## config.mk

```make
export PLATFORM = sky130hd
export DESIGN_NAME = cook_sequencer
export DESIGN_NICKNAME = d
export VERILOG_FILES = /design/src/rtl/cook_pkg.sv /design/src/rtl/bcd_countdown.sv /design/src/rtl/cook_sequencer.sv
export SDC_FILE = /design/constraint.sdc
export NUM_CORES = 1
export LEC_CHECK = 0
export CORE_ASPECT_RATIO = 1.1
export CORE_MARGIN = 1.5
export CORE_UTILIZATION = 53
export DETAILED_ROUTE_END_ITERATION = 7
export HOLD_SLACK_MARGIN = 0.12
export PLACE_DENSITY = 0.79
export SLEW_MARGIN = 15
export SYNTH_ARGS = -nofsm -noshare
export SYNTH_HDL_FRONTEND = slang
export SYNTH_SLANG_ARGS = --single-unit
```

## constraint.sdc

```tcl
create_clock -name clk -period 3.4 [get_ports clk]
set_input_delay 0.51 -clock clk [delete_from_list [all_inputs] [get_ports clk]]
set_output_delay 0.51 -clock clk [all_outputs]
set_load 0.02 [all_outputs]
```

## src/rtl/cook_pkg.sv

```systemverilog
// Shared types and constants for the microwave cook sequencer:
// state encodings, the MM:SS time record and the BCD countdown helper.
package cook_pkg;

    typedef enum logic [2:0] {
        ST_IDLE   = 3'd0,
        ST_SET    = 3'd1,
        ST_COOK   = 3'd2,
        ST_PAUSED = 3'd3,
        ST_DONE   = 3'd4
    } cook_state_t;

    // Largest value of a units digit and of a seconds-tens digit after a borrow
    localparam logic [3:0] BCD_UNITS_MAX = 4'd9;
    localparam logic [3:0] BCD_TENS_MAX  = 4'd5;

    // Remaining time, minutes tens in the top nibble down to seconds ones
    typedef struct packed {
        logic [3:0] mt;
        logic [3:0] mo;
        logic [3:0] st;
        logic [3:0] so;
    } cook_time_t;

    // One-second decrement with borrow; seconds fields above 59 are not
    // normalised, they simply count down digit by digit.
    function automatic cook_time_t time_dec(input cook_time_t t);
        cook_time_t r;
        r = t;
        if (t.so != 4'd0) begin
            r.so = t.so - 4'd1;
        end else if (t.st != 4'd0) begin
            r.st = t.st - 4'd1;
            r.so = BCD_UNITS_MAX;
        end else if (t.mo != 4'd0) begin
            r.mo = t.mo - 4'd1;
            r.st = BCD_TENS_MAX;
            r.so = BCD_UNITS_MAX;
        end else if (t.mt != 4'd0) begin
            r.mt = t.mt - 4'd1;
            r.mo = BCD_UNITS_MAX;
            r.st = BCD_TENS_MAX;
            r.so = BCD_UNITS_MAX;
        end
        return r;
    endfunction

endpackage

```

## src/rtl/bcd_countdown.sv

```systemverilog
// Four-digit MM:SS store: keypad shift-in, one-second decrement and clear.
// Also reports whether the time is zero now and whether it would be zero
// after a decrement, so the controller can finish on the last tick.
module bcd_countdown
    import cook_pkg::*;
(
    input  logic       clk,
    input  logic       resetn,
    input  logic       clear,
    input  logic       shift,
    input  logic [3:0] shift_digit,
    input  logic       dec,
    output cook_time_t time_val,
    output logic       zero,
    output logic       dec_zero
);

    cook_time_t time_reg;
    cook_time_t time_next;
    cook_time_t dec_val;

    assign dec_val  = time_dec(time_reg);
    assign time_val = time_reg;
    assign zero     = (time_reg == '0);
    assign dec_zero = (dec_val == '0);

    // Select the next time value; clear dominates keypad entry, which dominates the tick
    always_comb begin
        time_next = time_reg;
        if (clear) begin
            time_next = '0;
        end else if (shift) begin
            time_next = {time_reg.mo, time_reg.st, time_reg.so, shift_digit};
        end else if (dec) begin
            time_next = dec_val;
        end
    end

    // Digit storage, cleared asynchronously on reset
    always_ff @(posedge clk or negedge resetn) begin
        if (!resetn) begin
            time_reg <= '0;
        end else begin
            time_reg <= time_next;
        end
    end

endmodule

```

## src/rtl/cook_sequencer.sv

```systemverilog
// Microwave cook controller: keypad time entry, start/pause/clear control,
// one-second prescaler and magnetron enable.
module cook_sequencer
    import cook_pkg::*;
#(
    parameter int unsigned TICK_DIV = 100
) (
    input  logic       clk,
    input  logic       resetn,
    input  logic       startn,
    input  logic       stopn,
    input  logic       clearn,
    input  logic       door_closed,
    input  logic       key_valid,
    input  logic [3:0] key_digit,
    output logic       mag_on,
    output logic       timer_done,
    output logic [3:0] disp_mt,
    output logic [3:0] disp_mo,
    output logic [3:0] disp_st,
    output logic [3:0] disp_so,
    output logic [2:0] state
);

    localparam int unsigned PRE_W = $clog2(TICK_DIV);
    localparam logic [PRE_W-1:0] PRE_LAST = PRE_W'(TICK_DIV - 1);

    cook_state_t      state_reg;
    logic [PRE_W-1:0] prescale_reg;
    cook_time_t       time_val;
    logic             time_zero;
    logic             dec_zero;
    logic             tick;
    logic             key_ok;
    logic             start_ok;
    logic             clr_time;
    logic             shift_time;
    logic             dec_time;

    assign tick   = (state_reg == ST_COOK) && (prescale_reg == PRE_LAST);
    assign key_ok = key_valid && (key_digit <= BCD_UNITS_MAX);

    // Start only counts when no higher-priority event is active and there is time left
    assign start_ok = door_closed && stopn && !startn && !time_zero;

    // Datapath strobes derived from the current state and prioritised events
    always_comb begin
        clr_time   = 1'b0;
        shift_time = 1'b0;
        dec_time   = 1'b0;
        if (!clearn) begin
            clr_time = 1'b1;
        end else begin
            case (state_reg)
                ST_IDLE, ST_SET: shift_time = door_closed && stopn && startn && key_ok;
                ST_COOK:         dec_time   = tick;
                ST_DONE:         clr_time   = !door_closed || !stopn;
                default:         ;
            endcase
        end
    end

    // Controller state and prescaler; prescaler only advances while cooking
    always_ff @(posedge clk or negedge resetn) begin
        if (!resetn) begin
            state_reg    <= ST_IDLE;
            prescale_reg <= '0;
        end else begin
            prescale_reg <= '0;
            if (!clearn) begin
                state_reg <= ST_IDLE;
            end else begin
                case (state_reg)
                    ST_IDLE: begin
                        if (shift_time) state_reg <= ST_SET;
                    end
                    ST_SET: begin
                        if (start_ok) state_reg <= ST_COOK;
                    end
                    ST_COOK: begin
                        prescale_reg <= tick ? '0 : prescale_reg + PRE_W'(1);
                        // The last tick wins over a simultaneous pause request
                        if (tick && dec_zero) begin
                            state_reg <= ST_DONE;
                        end else if (!door_closed || !stopn) begin
                            state_reg    <= ST_PAUSED;
                            prescale_reg <= '0;
                        end
                    end
                    ST_PAUSED: begin
                        if (start_ok) state_reg <= ST_COOK;
                    end
                    ST_DONE: begin
                        if (!door_closed || !stopn) state_reg <= ST_IDLE;
                    end
                    default: begin
                        state_reg <= ST_IDLE;
                    end
                endcase
            end
        end
    end

    bcd_countdown u_countdown (
        .clk         (clk),
        .resetn      (resetn),
        .clear       (clr_time),
        .shift       (shift_time),
        .shift_digit (key_digit),
        .dec         (dec_time),
        .time_val    (time_val),
        .zero        (time_zero),
        .dec_zero    (dec_zero)
    );

    // Door opening must cut the magnetron without waiting for a clock edge
    assign mag_on     = (state_reg == ST_COOK) && door_closed;
    assign timer_done = (state_reg == ST_DONE);
    assign state      = state_reg;
    assign disp_mt    = time_val.mt;
    assign disp_mo    = time_val.mo;
    assign disp_st    = time_val.st;
    assign disp_so    = time_val.so;

endmodule

```

== After elaboration in Yosys (flattened, before gate mapping) ==
Cells that the tools add are included.

* Bits in registers: 26
* Input bits: 11
* Logic and storage cells: 74

* $add $sub $neg: 5
* Magnitude comparators: 1
* Equality and inequality tests: 9
* Muxes and demuxes: 28
* Reductions and logical operators: 25

{| class="wikitable"
|+ Operator list
! cell !! count
|-
| 2-to-1 mux 16 bit || 4
|-
| 2-to-1 mux 7 bit || 5
|-
| zero test 16 bit || 2
|-
| 2-to-1 mux 12 bit || 2
|-
| 2-to-1 mux 3 bit || 6
|-
| 2-to-1 mux 8 bit || 2
|-
| nonzero test 4 bit || 4
|-
| subtractor 4 x 1 -> 4 bit, second input constant || 4
|-
| one-hot mux 3 bit (4 select lines) || 1
|-
| logical AND 1 bit || 9
|-
| 2-to-1 mux 4 bit || 2
|-
| adder 7 x 1 -> 7 bit, second input constant || 1
|-
| == test 7 bit, second input constant || 1
|-
| == test 3 x 2 -> 1 bit, second input constant || 2
|-
| 2-to-1 mux 1 bit || 6
|-
| inequality test 3 x 2 -> 1 bit, second input constant || 2
|-
| <= comparator 4 bit, second input constant || 1
|-
| zero test 1 bit || 4
|-
| inequality test 4 x 2 -> 1 bit, second input constant || 1
|-
| AND reduction 4 bit || 1
|-
| OR reduction 2 bit || 2
|-
| == test 3 x 1 -> 1 bit, second input constant || 1
|-
| == test 3 bit, second input constant || 1
|-
| zero test 3 bit || 1
|-
| 3 further kinds || 3
|}

== Depth between registers and ports, before layout ==
* Word-level depth: 10
* Mapped depth: 8

== Cells and area by module ==
Synthesis repeated with hierarchy kept, for this count alone.

* Cells, all modules: 235
* Area total of the unflattened synthesis: 1984.4 µm²

{| class="wikitable"
|+ Modules (own cells, without submodules)
! module !! instances !! cells an instance !! area an instance (µm²) !! seq. area each (µm²)
|-
| bcd_countdown || 1 || 177 || 1417.6 || 400.4
|-
| cook_sequencer || 1 || 58 || 566.8 || 250.2
|}

== Worst setup path before layout ==
No wires, ideal clock.

* Path type: reg2reg
* Start: register u_countdown.time_reg (netlist bit u_countdown.time_val[0])
* End: register state_reg[0], in the netlist state[0]
* Arrival time: 2.314 ns
* Data required time: 3.246 ns
* Path slack: 0.932 ns
* Cell stages (with the launch flop): 9
* Path buffers: 1
* Clock period less this slack: 2.468 ns
* Cells stage by stage: dfrtp_1 inv_1 ha_1 or3b_4 buf_6 o31a_1 a2111o_1 nor4_4 a311oi_1

* Word-level cells in the longest chain between the ends: 9

{| class="wikitable"
|+ RTL lines
! what !! line !! source
|-
| start: declaration || bcd_countdown.sv:18 || <nowiki>cook_time_t time_reg;</nowiki>
|-
| start signal: assignment || bcd_countdown.sv:44 || <nowiki>time_reg <= time_next;</nowiki>
|-
| parallel branches: the longest is 9 deep, another holds subtractor 4 x 1 -> 4 bit || n/a ||
|-
| end signal: assignment || cook_sequencer.sv:71 || <nowiki>state_reg <= ST_IDLE;</nowiki>
|-
| end signal: assignment || cook_sequencer.sv:75 || <nowiki>if (shift_time) state_reg <= ST_SET;</nowiki>
|-
| end signal: assignment || cook_sequencer.sv:84 || <nowiki>state_reg <= ST_DONE;</nowiki>
|-
| end: declaration || cook_sequencer.sv:28 || <nowiki>cook_state_t state_reg;</nowiki>
|}

Several ways; the timed one is not identified.
A chain may end at the register's enable or synchronous reset.

== Worst setup path in the final report ==
* Start: register u_countdown.time_reg (netlist bit u_countdown.time_val[8])
* End: register state_reg[0], in the netlist state[0]

* Word-level cells in the longest chain between the ends: 9

{| class="wikitable"
|+ RTL lines
! what !! line !! source
|-
| subtractor 4 x 1 -> 4 bit, or another cell as far along || cook_pkg.sv:36 || <nowiki>r.mo = t.mo - 4'd1;</nowiki>
|-
| 2-to-1 mux 12 bit / 2-to-1 mux 4 bit (equally long branches) || cook_pkg.sv:35 || <nowiki>end else if (t.mo != 4'd0) begin</nowiki>
|-
| 2-to-1 mux 8 bit || cook_pkg.sv:32 || <nowiki>end else if (t.st != 4'd0) begin</nowiki>
|-
| 2-to-1 mux 12 bit / 2-to-1 mux 4 bit (equally long branches) || cook_pkg.sv:30 || <nowiki>if (t.so != 4'd0) begin</nowiki>
|-
| zero test 16 bit || bcd_countdown.sv:25 || <nowiki>assign dec_zero = (dec_val == '0);</nowiki>
|-
| logical AND 1 bit || cook_sequencer.sv:83 || <nowiki>if (tick && dec_zero) begin</nowiki>
|-
| 2-to-1 mux 3 bit || cook_sequencer.sv:83 ||
|-
| one-hot mux 3 bit (4 select lines) || cook_sequencer.sv:73 || <nowiki>case (state_reg)</nowiki>
|-
| 2-to-1 mux 3 bit || cook_sequencer.sv:70 || <nowiki>if (!clearn) begin</nowiki>
|}

Parallel ways exist; a longest one is shown, timed or not.

==> results.py <==
metrics = {
    "run_status": {
        "status": "complete, no violations",
    },
    "logic_synthesis": {
        "synthAdderAreaFrac_pct": 3.88,
        "ys_seq_elements": 26,
        "synthSimpleGateAreaFrac_pct": 29.9,
        "yosysMostFrequentCell": "nor2_1",
        "synthFlopType": "dfrtp_1",
        "syn_inst": 227,
        "yosys_warnings": 0,
        "syn-cell-area_um2": 1940,
        "synth_fp_nets": 244,
        "synthArstFlopShare_pct": 100,
        "ys_types": 58,
        "yosys-top-cells-area": "dfrtp_1, nor2_1, ha_1",
        "synthXorXnorAreaFrac_pct": 2.71,
        "netlist_top_cells_count": "nor2_1, dfrtp_1, nand2_1",
        "synth-seq-area-share_pct": 33.6,
        "synth_compound_area_share_pct": 21.4,
        "synth_edf_count": 0,
        "synth.area.mux_share_pct": 2.65,
        "yosysTopAreaCellShare_pct": 33.6,
        "synth_top_family_by_area": "simple AND/OR/NAND/NOR gates",
        "avgSynthCellArea_um2": 8.53,
        "synth.largest_area_cell": "dfrtp_1",
    },
    "route": {
        "drt_wl_total_um": 4700,
        "drc_errors": 0,
        "vias": 1845,
        "postRouteAntennaNets": 0,
        "firstDrtPassIters": 4,
        "wire_per_inst_um": 15.6,
        "vias_per_cell": 6.13,
        "drt_iter0_drc": 162,
    },
    "placement": {
        "hpwlAfterDp_um": 3390,
        "dpl_worst_slack_ps": 560,
        "dp_cells": 297,
        "port_buffers": 31,
        "gp_congestion": 0.875,
        "post_dp_cell_area_um2": 2260,
    },
    "pwr": {
        "ir_drop_mv": 0.206,
        "leakage_uw": 0.000927,
        "power_density_nw_per_um2": 267,
    },
    "final_layout": {
        "drive_above_1_share_pct": 7.51,
        "nets": 271,
        "largest_register_ffs": 16,
        "insertedDiodeCount": 0,
        "instances_no_fill": 301,
        "area_growth_pct": 19.7,
        "stdcell_area_um2": 2320,
    },
    "global_route": {
        "antenna_found_initial": 0,
        "grt-ovfl-total": 0,
        "grt_pass1_vias": 1676,
        "grt.total_usage_pct": 25.4,
        "grt_pass1_wl_um": 7800,
        "grt_start_max_net_pins": 27,
    },
    "sta": {
        "clock_skew_ps": 10.4,
        "finalHoldViolCount": 0,
        "maxSlewViolCount": 0,
        "clock.fmax_mhz": 344,
        "slew_headroom_pct": 48.7,
        "timing.setup.tns_ps": 0,
        "rsz0062_at_grt": "false",
        "fin_ws_ps": 496,
        "setup_violations": 0,
        "tightestPinTransition_ps": 767,
        "finalCritPeriodShare_pct": 85.4,
        "hold_ws_ps": 470,
        "fin_crit_ps": 2900,
    },
    "floorplanning": {
        "die_w_um": 60.6,
        "start_util_pct": 56.7,
        "die_y_um": 66.4,
        "fp-row-count": 22,
        "dieArea_um2": 4020,
        "io_pins": 32,
        "core_um2": 3410,
    },
    "cts": {
        "post_cts_resized": 0,
        "cts_tree": "done",
        "clk_path_buf_depth": 2,
        "clock-root-buffer": "clkbuf_4",
        "hold_buffers": 0,
        "clock-sinks": 26,
        "clk_pin_slew_ps": 150,
        "post_cts_buffers": 0,
        "h-tree-depth": 1,
        "cts_buffers": 3,
        "clkLatencyLatePin_ps": 320,
    },
    "worst_setup_path": {
        "critPathMaxStageDelay_ps": 680,
        "crit_arrival_ps": 3070,
        "path_class": "reg2reg",
        "critPathSlowestCell": "a2111oi_1",
        "crit_chain": "inv_1, ha_1, or3b_1, nor3_2, a22oi_1, a2111oi_1, a311oi_1",
        "start_kind": "flop",
        "end_kind": "flop",
        "crit_path_max_fanout": 7,
        "critical_path_required_ps": 3570,
    },
    "flow_run": {
        "max_cap_viol_count": 0,
    },
    "hold_path": {
        "hold_class": "reg2reg",
    },
}
## power breakdown
group | internal (uW) | leakage [uW] | total [uW] | switching, uW
logic | 38.3 | 0.000537 | 91.5 | 53.3
registers | 312 | 0.000362 | 316 | 4.34
clock network | 119 | 0.0000279 | 212 | 92.8
total | 469 | 0.000927 | 619 | 150
## kinds of logic after synthesis
kind of cell	Yosys count
AND/OR/NAND/NOR	102
AO/OA/AOI/OAI	57
flip-flops	26
buffers and inverters	25
XOR/XNOR	6
adder cells (fa/ha/maj)	6
multiplexers	5
## metrics by stage
step           util, %  power [uW]
6_report          67.9         619
5_1_grt           67.9         651
4_1_cts           67.9         624
3_5_place_dp      66.3         413
3_3_place_gp      66.3         412
2_1_floorplan        -         376
## layout by cell type (no fill, tap or decap), types with 6 or more instances in the layout
master	count
clkdlybuf4s50_1	31
nor2_1	29
dfrtp_1	26
nand2_1	17
inv_1	13
a21oi_1	9
a211oi_1	9
nand3_1	8
nor3_1	8
o21ai_0	6
ha_1	6
## per-layer routing
metal  vias up  global-route usage, %  part of all wire, %
li1        902                      -                    -
met1       875                   35.4                   46
met2        64                   40.2                   47
met3         4                   2.74                  5.4
met4         0                   8.70                 0.85
met5         -                      0                    0
## path summary, 6_finish.rpt
| kind | from | end | slack, ps | depth (start not counted) |
|---|---|---|---|---|
| min reg2reg | prescale_reg[0] | prescale_reg[0] | 470 | 1 |
| max in group asynchronous | resetn | state[0] | 2600 | 2 |
| min in group asynchronous | resetn | u_countdown.time_val[7] | 540 | 2 |
| max reg2reg | u_countdown.time_val[8] | state[0] | 500 | 7 |
| min | prescale_reg[0] | prescale_reg[0] | 470 | 1 |
| max | u_countdown.time_val[8] | state[0] | 500 | 7 |
## layout make-up
cell class	instances	area, um2
repair buffers	34	333
clock inverters	1	30.0
flip-flops and latches	26	651
inverters	13	48.8
clock buffers	3	22.5
fillers	328	1100
well taps	48	60.1
multi-input cells	176	1170
## critical path: cells and delay by family, from the launching register on
kind	cells	cell delay (ps)
AO/OA/AOI/OAI	3	1030
AND/OR/NAND/NOR	2	870
flip-flops	1	490
adder cells (fa/ha/maj)	1	240
buffers and inverters	1	120
(Power assumes the default switching activity.)
